$ cat src/rtl/freq_meter.sv
// freq_meter: counts rising edges of an asynchronous input between successive
// gate ticks, publishes the binary count and then a packed-BCD copy produced
// by a sequential shift-add-3 converter.
//
// Ports:
//   clk          system clock
//   reset        synchronous, active-high reset
//   gate_tick    one-cycle pulse ending one window and starting the next
//   sig_in       asynchronous signal under measurement
//   count_out    edges counted in the last complete window
//   overflow     last complete window saturated
//   count_valid  one-cycle pulse when count_out/overflow update
//   bcd_out      packed BCD of count_out, most significant digit on top
//   bcd_busy     conversion in progress
//   bcd_valid    one-cycle pulse when bcd_out updates
module freq_meter #(
  parameter int CNT_W       = 16,
  parameter int BCD_DIGITS  = 5,
  parameter int SYNC_STAGES = 2
) (
  input  logic                    clk,
  input  logic                    reset,
  input  logic                    gate_tick,
  input  logic                    sig_in,
  output logic [CNT_W-1:0]        count_out,
  output logic                    overflow,
  output logic                    count_valid,
  output logic [4*BCD_DIGITS-1:0] bcd_out,
  output logic                    bcd_busy,
  output logic                    bcd_valid
);

  localparam int BW  = 4 * BCD_DIGITS;
  localparam int BCW = $clog2(CNT_W + 1);
  localparam logic [CNT_W-1:0] CNT_MAX = '1;

  typedef enum logic [1:0] {IDLE, SHIFT, DONE} state_t;

  // Input synchroniser plus previous-value flop for edge detection.
  logic [SYNC_STAGES-1:0] sync_q;
  logic                   prev_q;
  logic                   edge_det;

  always_ff @(posedge clk) begin
    if (reset) begin
      sync_q <= '0;
      prev_q <= 1'b0;
    end else begin
      sync_q <= {sync_q[SYNC_STAGES-2:0], sig_in};
      prev_q <= sync_q[SYNC_STAGES-1];
    end
  end

  assign edge_det = sync_q[SYNC_STAGES-1] & ~prev_q;

  // Window counter. An edge seen in the tick cycle opens the new window.
  logic [CNT_W-1:0] cnt_q;
  logic             sat_q;
  logic             armed_q;

  always_ff @(posedge clk) begin
    if (reset) begin
      cnt_q       <= '0;
      sat_q       <= 1'b0;
      armed_q     <= 1'b0;
      count_out   <= '0;
      overflow    <= 1'b0;
      count_valid <= 1'b0;
    end else if (gate_tick) begin
      cnt_q       <= edge_det ? CNT_W'(1) : '0;
      sat_q       <= 1'b0;
      armed_q     <= 1'b1;
      // The window closed by the first tick after reset is partial.
      count_valid <= armed_q;
      if (armed_q) begin
        count_out <= cnt_q;
        overflow  <= sat_q;
      end
    end else begin
      count_valid <= 1'b0;
      if (edge_det && cnt_q != CNT_MAX) begin
        cnt_q <= cnt_q + 1'b1;
        if (cnt_q == CNT_MAX - 1'b1) sat_q <= 1'b1;
      end
    end
  end

  // BCD conversion FSM.
  state_t           state_q, state_d;
  logic [BW-1:0]    acc_q, adj, bcd_q;
  logic [CNT_W-1:0] sh_q;
  logic [BCW-1:0]   bit_q;
  logic             done_ok;

  always_comb begin
    adj = acc_q;
    for (int unsigned d = 0; d < BCD_DIGITS; d++) begin
      if (acc_q[4*d +: 4] >= 4'd5) adj[4*d +: 4] = acc_q[4*d +: 4] + 4'd3;
    end
    state_d = state_q;
    case (state_q)
      IDLE:    state_d = IDLE;
      SHIFT:   if (bit_q == BCW'(1)) state_d = DONE;
      DONE:    state_d = IDLE;
      default: state_d = IDLE;
    endcase
    // A new count restarts conversion from any state.
    if (count_valid) state_d = SHIFT;
    // A restart arriving in DONE suppresses the publish of the old value.
    done_ok = (state_q == DONE) && !count_valid;
  end

  always_ff @(posedge clk) begin
    if (reset) begin
      state_q <= IDLE;
      acc_q   <= '0;
      sh_q    <= '0;
      bit_q   <= '0;
      bcd_q   <= '0;
    end else begin
      state_q <= state_d;
      if (count_valid) begin
        sh_q  <= count_out;
        acc_q <= '0;
        bit_q <= BCW'(CNT_W);
      end else if (state_q == SHIFT) begin
        {acc_q, sh_q} <= {adj, sh_q} << 1;
        bit_q         <= bit_q - 1'b1;
      end
      if (done_ok) bcd_q <= acc_q;
    end
  end

  assign bcd_busy  = (state_q == SHIFT);
  assign bcd_valid = done_ok;
  assign bcd_out   = done_ok ? acc_q : bcd_q;

endmodule

$ cat config.mk
export PLATFORM = sky130hd
export DESIGN_NAME = freq_meter
export DESIGN_NICKNAME = d
export VERILOG_FILES = /design/src/rtl/freq_meter.sv
export SDC_FILE = /design/constraint.sdc
export NUM_CORES = 1
export LEC_CHECK = 0
export ABC_AREA = 1
export BUFFER_PORTS_ARGS = -buffer_cell sky130_fd_sc_hd__buf_4
export CORE_MARGIN = 2
export CORE_UTILIZATION = 40
export CTS_BUF_LIST = sky130_fd_sc_hd__clkbuf_8
export CTS_CLUSTER_DIAMETER = 80
export DETAILED_ROUTE_END_ITERATION = 10
export HOLD_SLACK_MARGIN = 0.15
export PLACE_DENSITY = 0.54
export SLEW_MARGIN = 10
export SYNTH_ARGS = -nofsm -noshare
export SYNTH_HDL_FRONTEND = slang
export SYNTH_SLANG_ARGS = --single-unit
$ cat constraint.sdc
create_clock -name clk -period 4 [get_ports clk]
set_input_delay 0.4 -clock clk [delete_from_list [all_inputs] [get_ports clk]]
set_output_delay 0.4 -clock clk [all_outputs]
set_load 0.1 [all_outputs]
==> flow_summary.yaml <==
sta:
  slew-limit-headroom_pct: 30.5
  skew_ps: 11.1
  grt_setup_unrepaired: "no"
  setup_viol: 0
  fmax_ghz: 0.343
  drv_slew: 0
  hold_viol_final: 0
  finalCriticalPeriod_ps: 2920
  worst_pin_slew_ps: 1040
  fin_setup_tns_ps: 0
  final.period_utilization_pct: 72.9
clock_tree:
  htreeDepth: 3
  cts.sinks: 102
  clk_pin_slew_ps: 90
  post_cts_resized: 0
  clk-insertion-delay-late_ps: 380
  clock_path_buffers: 2
  cts_made_buffers: 9
  post-cts-setup-buffers: 0
  cts_tree: "built"
  cts_hold_buf: 0
  root_buffer: "clkbuf_8"
yosys:
  yosysWarnings: 0
  synth.net_count: 685
  avgSynthCellArea_sq_um: 7.09
  mappedNetlistArea_sq_um: 4730
  synth.lib_cells_used.distinct: 25
  ys_seq_area_share_pct: 43.2
  syn-instance-count: 667
  ys_seq_elements: 102
power:
  p_comb_share_pct: 11.8
  switchingPower_w: 0.000563
  clkPwrFrac_pct: 32.3
  netSwitchingFraction_pct: 29.4
  finalPower_w: 0.00192
  powerDensity_nw_per_um2: 361
  vdd_drop_max_mv: 0.257
  seq_power_share_pct: 55.9
  internal-power_w: 0.00135
  p_leak_nw: 2.46
critical_path:
  r2r_slack_ps: 1950
  r2r_cells: 9
  cp.required_ps: 3600
  cp_slowest_stage_delay_ps: 790
  worstReg2RegEnd: "cnt_q[10]"
  critPathArrivalTime_ps: 2520
  r2r_start: "cnt_q[1]"
  worstPathMaxFanout: 22
  crit_path_start_kind: "flop"
  cp-end-kind: "output pin"
  worstSetupPathType: "reg -> out"
  path_cells: "nor3_1 -> buf_4 -> inv_1 -> o21ai_1 -> inv_1 -> buf_4"
  cp_slowest_cell: "dfxtp_1"
job:
  cap_viol_max_count: 0
worst_hold_path:
  min_to: "sync_q[0]"
  hold_path_class: "in -> reg"
  hold_start: "sig_in"
  min_path_cells: 3
place:
  dp_hpwl_mm: 7.50
  placed_cell_area_sq_um: 5120
  io_buffer_count: 43
  gp_congestion: 0.800
  dp.cells: 825
grt:
  antenna_found_initial: 0
  grtUsageTotal_pct: 18.1
  met1_usage_pct: 22.5
  grtUsageMet3_pct: 5.03
  grt_max_degree: 53
  grt_remaining_overflow: 0
  grt_pass1_wl_mm: 18.7
  first_global_vias: 3859
  grt-busiest-layer: "met2"
  grt_util_met2_pct: 31.5
run_status:
  status: "finished clean"
floorplan:
  num_rows: 39
  start_util_pct: 41.2
  die_w_um: 113
  coreArea_sq_um: 11500
  io_pins: 44
  die_area_sq_um: 12700
  chipHeight_um: 113
detailed_routing:
  vias: 4174
  initialDrtViolationCount: 265
  drt_wl_total_mm: 10.9
  vias_per_cell: 4.96
  routedWlPerCell_um: 13.0
  drc: 0
  postRouteAntennaNets: 0
  firstDrtPassIters: 4
layout:
  finalNonFillerCells: 841
  area_growth_syn_to_layout_pct: 12.2
  antenna_cells: 0
  nFillCells: 1196
  finalInstanceArea_sq_um: 5310
  drive_gt1_share_pct: 13.6
  layout_commonest_cell: "nand2_1"
  layout.nets: 711
  layout_common_cells: "124 x nand2_1, 102 x dfxtp_1, 85 x inv_1"
## flip-flops by register name, indices dropped and copies added (netlist names)
name and count:
count_out 16, state_q 2, bit_q 5, armed_q 1
sat_q 1, cnt_q 16, sh_q 16, acc_q 20
sync_q 2, overflow 1, prev_q 1, bcd_q 20
count_valid 1
## per-layer routing
layer / up-vias / wire length, um / part of all wire [%]
li1: 2184 / - / -
met4: 0 / 95 / 0.87
met3: 8 / 478 / 4.4
met2: 64 / 5320 / 49
met5: - / 0 / 0
met1: 1918 / 5040 / 46
## cells in the mapped netlist
cell type	n	area, sq um
or2_2	21	131
nand3_1	46	230
inv_1	85	319
a21o_1	1	7.51
a21oi_1	42	210
nand4_1	11	68.8
o21ai_4	1	16.3
o21ai_0	42	210
a31oi_1	22	138
clkbuf_1	26	97.6
o21ai_1	24	120
buf_2	3	15.0
nor3_1	2	10.0
nand2_1	124	465
a211oi_1	1	7.51
ha_1	14	175
nor2_1	75	282
nor2_4	2	22.5
nand3b_1	1	7.51
inv_2	7	26.3
dfxtp_1	102	2040
xnor2_1	1	8.76
xor2_1	10	87.6
nand2_2	3	18.8
buf_6	1	11.3
## worst max-delay path by stage
stage | from | slack (ps) | depth (start not counted) | to
after global routing | count_valid | 770 | 6 | bcd_out[17]
after floorplan | count_valid | 630 | 5 | bcd_out[10]
after global placement | count_valid | 1560 | 6 | bcd_out[12]
final | count_valid | 1080 | 6 | bcd_out[9]
after detailed placement | count_valid | 1470 | 6 | bcd_out[9]
after CTS | count_valid | 1040 | 6 | bcd_out[9]
## cell type report
class                           instances  area [sq um]  share of cell area [%]
Multi-Input combinational cell        443          2220                    41.8
Sequential cell                       102          2040                    38.5
Inverter                               92           345                    6.51
Timing Repair Buffer                   45           338                    6.37
Tap cell                              143           179                    3.37
Clock buffer                           11           151                    2.85
Clock inverter                          5          33.8                   0.637
## critical path: cells and delay by family (launching register included)
kind / cells / cell delay [ps]
flip-flops: 1 / 790
AND/OR/NAND/NOR: 1 / 110
buffers and inverters: 4 / 1070
AO/OA/AOI/OAI: 1 / 160
## kinds of logic after synthesis
family                     Yosys count  synth area share, %
AOI/OAI and AO/OA                  133                 15.0
xor gates and xnor gates            11                 2.04
adders and majority gates           14                 3.70
buffers and inverters              122                 9.92
DFF                                102                 43.2
and+or+nand+nor                    285                 26.1
## power by group through the flow
stage / clock network [W] / logic, W / registers, W
floorplan: 0 / 0.000110 / 0.00116
global placement: 0 / 0.000225 / 0.00109
detailed placement: 0 / 0.000228 / 0.00109
CTS: 0.000649 / 0.000229 / 0.00107
global route: 0.000687 / 0.000248 / 0.00108
finish: 0.000619 / 0.000227 / 0.00107
## metrics by stage
step / setup slack [ps] / utilization [%] / hold WS (ps)
floorplan: 629 / - / 388
global placement: 1560 / 44.7 / 393
detailed placement: 1470 / 44.7 / 393
CTS: 1040 / 46.3 / 200
global route: 765 / 46.3 / 208
finish: 1080 / 46.3 / 219
(Power assumes the default switching activity.)
